### src/rtl/adlv_iter.sv
// adlv_iter: sequential limited-carry adder level.
// Each clock applies one carry-limited cell level to (u, l) and produces the pair (s, e).
// The pair satisfies s + 2*e == u + l (mod 2^W), where W = BIT + SPA.
// Optional macro ADLV_EXACT_ITER_EN: the block repeats the level until e == 0,
// or until MAX_ITER levels have been applied.
module adlv_iter #(
   parameter int unsigned BIT      = 16,
   parameter int unsigned SPA      = 1,
   parameter int unsigned MAX_ITER = 8
) (
   input  logic                                 clk,
   input  logic                                 rst,
   input  logic                                 in_valid,
   output logic                                 in_ready,
   input  logic [BIT-1:0]                       A,
   input  logic [BIT-1:0]                       B,
   output logic                                 out_valid,
   input  logic                                 out_ready,
   output logic [BIT+SPA-1:0]                   s_out,
   output logic [BIT+SPA-1:0]                   e_out,
   output logic [$clog2(MAX_ITER+1)-1:0]        iter_cnt,
   output logic                                 exact
);

   localparam int unsigned W  = BIT + SPA;
   localparam int unsigned CW = $clog2(MAX_ITER + 1);

   localparam logic [1:0] IDLE = 2'd0;
   localparam logic [1:0] CALC = 2'd1;
   localparam logic [1:0] HOLD = 2'd2;

   logic [1:0]    state_q;
   logic [W-1:0]  u_q, l_q;
   logic [CW-1:0] cnt_q;
   logic [CW-1:0] cnt_nxt;
   logic [W-1:0]  g_c, s_c, e_c;
   logic          calc_done;

   // One cell level: each bit sees only the generate of the bit directly below it
   always_comb begin
      g_c = {u_q[W-2:0] & l_q[W-2:0], 1'b0};
      s_c = u_q ^ l_q ^ g_c;
      e_c = (u_q ^ l_q) & g_c;
   end

   assign cnt_nxt = cnt_q + 1'b1;

`ifdef ADLV_EXACT_ITER_EN
   assign calc_done = (e_c == '0) || (cnt_nxt == CW'(MAX_ITER));
`else
   assign calc_done = 1'b1;
`endif

   assign in_ready  = (state_q == IDLE);
   assign out_valid = (state_q == HOLD);
   assign exact     = (e_out == '0);

   // Control FSM, working operands and result registers
   always_ff @(posedge clk) begin
      if (rst) begin
         state_q  <= IDLE;
         u_q      <= '0;
         l_q      <= '0;
         cnt_q    <= '0;
         s_out    <= '0;
         e_out    <= '0;
         iter_cnt <= '0;
      end else begin
         case (state_q)
            IDLE: begin
               if (in_valid) begin
                  u_q     <= {{SPA{1'b0}}, A};
                  l_q     <= {B, {SPA{1'b0}}};
                  cnt_q   <= '0;
                  state_q <= CALC;
               end
            end
            CALC: begin
               cnt_q <= cnt_nxt;
               if (calc_done) begin
                  // Result registers only move here, so they stay frozen through HOLD and IDLE
                  s_out    <= s_c;
                  e_out    <= e_c;
                  iter_cnt <= cnt_nxt;
                  state_q  <= HOLD;
               end else begin
                  u_q <= s_c;
                  l_q <= {e_c[W-2:0], 1'b0};
               end
            end
            HOLD: begin
               if (out_ready) begin
                  state_q <= IDLE;
               end
            end
            default: state_q <= IDLE;
         endcase
      end
   end

endmodule
### config.mk
export PLATFORM = sky130hd
export DESIGN_NAME = adlv_iter
export DESIGN_NICKNAME = d
export VERILOG_FILES = /design/src/rtl/adlv_iter.sv
export SDC_FILE = /design/constraint.sdc
export NUM_CORES = 1
export LEC_CHECK = 0
export CORE_MARGIN = 4
export CORE_UTILIZATION = 49
export DETAILED_ROUTE_END_ITERATION = 10
export GPL_TIMING_DRIVEN = 0
export PLACE_DENSITY = 0.8
export SLEW_MARGIN = 30
export SYNTH_ARGS = -nofsm -noshare
export SYNTH_HDL_FRONTEND = slang
export SYNTH_SLANG_ARGS = --single-unit
### constraint.sdc
create_clock -name clk -period 1.5 [get_ports clk]
set_input_delay 0.225 -clock clk [delete_from_list [all_inputs] [get_ports clk]]
set_output_delay 0.225 -clock clk [all_outputs]
set_load 0.02 [all_outputs]
==> summary.md <==
| Metric | Value |
|---|---|
| Critical path endpoint category | `output pin` |
| Final setup violation count | `1` |
| Mapped Area | `0.003072 mm^2` |
| Reg power frac | `a little under half` |
| Clock Path Buffers | `2` |
| Port bufs | `73` |
| Fill cell count | `500` |
| P_int | `3.314 mW` |
| Crit path cell chain | `nor4_2, and4_1, buf_4` |
| CTS sink cnt | `between 70 and 80` |
| Simple-gate share of the synthesized area | `~17%` |
| Tot GR Track Use | `20.66%` |
| Violated checks | `setup timing` |
| Status | `finished, violations left` |
| Clock Pin Slew Worst Setup and Hold Paths | `80 ps` |
| Setup WS post-layout | `-16.65 ps` |
| Drt first-iter violations | `98` |
| Largest stage delay, worst path | `340 ps` |
| Antenna cell count | `0` |
| Max-slew headroom | `64.25%` |
| Final core occ | `68.71%` |
| Min-Delay Path Depth | `2` |
| Top Ports | `77` |
| Hpwl dp | `5363 um` |
| Fin Hold WS | `around 280 ps` |
| Switching Power | `between 1 and 1.5 mW` |
| First-pass GRT wire length | `11960 um` |
| Die footprint | `about 0.0076 mm^2` |
| Sw frac | `24.73%` |
| Period utilization | `101.1%` |
| Worst-margin pin slew | `536.3 ps` |
| Synth Area in Compound Gates | `between 7 and 8%` |
| VDD IR max | `about 0.76 mV` |
| Register area share after synthesis | `48.23%` |
| R2R Path End | `l_q[9]` |
| Worst Hold End | `state_q[0]` |
| Pre-CTS WS | `-231.8 ps` |
| # hold bufs at CTS | `0` |
| Distinct cells, synth | `27` |
| Adder-Cell Fraction of Synth Area | `12.63%` |
| Setup TNS | `-16.65 ps` |
| Share of cells above drive strength 1 | `9.762%` |
| F_max | `about 0.66 GHz` |
| Max Slew Vio Count | `0` |
| FF+latch area | `about 0.0015 mm^2` |
| Final nets | `482` |
| Final Hold Fails | `0` |
| Post-synthesis mux area share | `10.43%` |
| Layout overhead on the synthesized area | `34.01%` |
| Area of the multi-input gates | `0.001489 mm^2` |
| Vias in the first global route | `2510` |
| Std cell rows | `28` |
| DRC Markers | `0` |
| Worst path slowest cell | `dfxtp_2` |
| Post-Syn Instances | `~330` |
| Die X | `87.18 um` |
| Synthesis-stage register bit count | `74` |
| CTS H-tree depth | `3` |
| Routability Congestion | `between 0.8 and 0.9` |
| Worst-Skew Late Latency | `350 ps` |
| CP Launch Type | `flip-flop` |
| Largest family of logic cells by synthesized area | `simple AND/OR/NAND/NOR gates` |
| Reg2reg setup slack | `~150 ps` |
| Worst Path Max Fanout | `3` |
| Vias | `2501` |
| Routed Antenna Nets | `0` |
| DR pass1 iterations | `4` |
| Core Box Area | `0.005991 mm^2` |
| XOR/XNOR Fraction of Synth Area | `less than 1%` |
| Post-layout min period | `1517 ps` |
| Clock root cell | `clkbuf_8` |
| RSZ-0062 raised after global routing | `yes` |
| FF-to-FF Start | `state_q[0]` |
| Initial Utilization | `roughly 50%` |
| Crit path kind | `reg2out` |
| Wire per inst | `14.54 um` |
| Combinational power share | `13.0%` |
| GRT overflow | `0` |
| Synth warn | `0` |
| Die H | `87.18 um` |
| Initial antenna violation count | `0` |
| Min-delay src | `rst` |
| Pwr Density | `1069 mW/mm^2` |
| Worst-case reg-to-reg path depth | `5` |
| Post-Syn Area per Cell | `approximately 9.4 um^2` |
| Design Power | `4.403 mW` |
| Tightest Hold Check Type | `in2reg` |
| Vias/cell | `just over 5` |
| Clk pwr share | `39.1%` |
| Largest net degree at the start of global routing | `14` |
| Fin Clk Skew | `10.13 ps` |
| CTS tree | `done` |
| Leak Pwr | `1.897 nW` |
| Total CTS buffers | `9` |
| CP Data Required Time | `1270 ps` |
| WL final | `7198 um` |
| Arr. time, crit path | `1290 ps` |
| Maxcap violations | `0` |
==> worst max-delay path: cells and delay by family (launching register included) <==
family / cells / cell delay, ps
buffers and inverters: 1 / 140
AND/OR/NAND/NOR: 2 / 470
flip-flops: 1 / 340
==> power groups by stage <==
stage	clock, mW	sequential, mW	combinational (mW)
floorplan	0	2.17	0.316
global placement	0	2.15	0.575
detailed placement	0	2.15	0.585
CTS	1.75	2.11	0.573
global route	1.84	2.12	0.643
finish	1.72	2.11	0.573
==> worst max path at each step <==
stage | end | from | cells past startpoint
CTS | exact | e_out[8] | 3
finish | exact | e_out[11] | 3
detailed placement | l_q[9] | in_valid | 6
global route | exact | e_out[11] | 3
global placement | l_q[2] | in_valid | 6
floorplan | l_q[16] | state_q[0] | 5
==> flip-flops by register name, summed over array words and instances (netlist names) <==
register	cells
cnt_q	4
e_out	15
iter_cnt	4
l_q	16
s_out	17
state_q	2
u_q	16
==> cell usage in the layout (no fill, tap or decap), types with 2 or more instances in the layout <==
cell,netlist,layout
a211oi_1,2,2
a21oi_1,38,38
and2b_1,2,2
buf_2,7,7
buf_4,4,7
buf_6,3,3
bufinv_16,0,2
clkbuf_1,7,7
clkbuf_8,0,10
clkdlybuf4s50_1,0,34
clkinvlp_4,0,4
conb_1,1,2
dfxtp_1,74,71
dfxtp_2,0,3
dlygate4sd2_1,0,37
ha_1,31,31
mux2i_1,32,32
nand2_1,71,71
nand2b_1,3,3
nand3_1,2,2
nor2_1,35,35
nor2b_1,2,2
nor4_2,0,3
==> per-stage QoR <==
| step | std cells | cell area (um^2) |
|---|---|---|
| final | 495 | 4116 |
| after global routing | 495 | 4116 |
| after CTS | 493 | 4093 |
| after detailed placement | 477 | 3900 |
| after global placement | 477 | 3900 |
| after floorplan | 329 | 3075 |
==> cells by family after synthesis <==
group,count (synthesis)
flops,74
fa+ha+maj,31
xor+xnor,2
compound gates,43
other cells,1
buf+inv,22
simple gates,123
mux,32
==> synth_stat cells, drive strengths merged <==
cell / instances / area [um^2]
a21oi: 38 / 190.2
xnor2: 1 / 8.760
or3: 1 / 6.260
nor2b: 2 / 12.51
o21bai: 1 / 7.510
nand2: 71 / 266.5
and4: 1 / 8.760
dfxtp: 74 / 1481
a31oi: 1 / 6.260
o21ai: 1 / 5.000
a211oi: 2 / 15.01
nand2b: 3 / 18.77
clkbuf: 7 / 26.28
and2b: 2 / 15.01
ha: 31 / 387.9
nor3: 1 / 5.000
nor2: 35 / 131.4
nand3: 2 / 10.01
nor4: 3 / 18.77
nor3b: 2 / 15.01
xor2: 1 / 8.760
mux2i: 32 / 320.3
buf: 15 / 102.6
conb: 1 / 3.750
==> area by class of cell <==
| type | count | area share (%) |
|---|---|---|
| tap | 75 | 2.280 |
| clock inverter | 6 | 2.188 |
| buffer | 22 | 3.131 |
| sequential | 74 | 36.08 |
| timing repair buffer | 75 | 16.81 |
| multi-input combinational | 233 | 36.17 |
| clock buffer | 10 | 3.343 |
==> metal layers <==
metal  vias to the layer above  global-route usage (%)  part of all wire (%)  wire length, um
li1                       1271                       -                     -                -
met1                      1142                   26.81                    46             3277
met2                        73                   32.78                    46             3288
met3                        15                   3.974                   6.3              452
met4                         0                   10.32                   2.5              180
met5                         -                       0                     0                0
==> timing repair <==
action,CTS,global route
setup endpoints to repair,39,17
setup buffers,0,2
gates resized for setup,47,5
pin swaps,1,1
(Power assumes the default switching activity.)
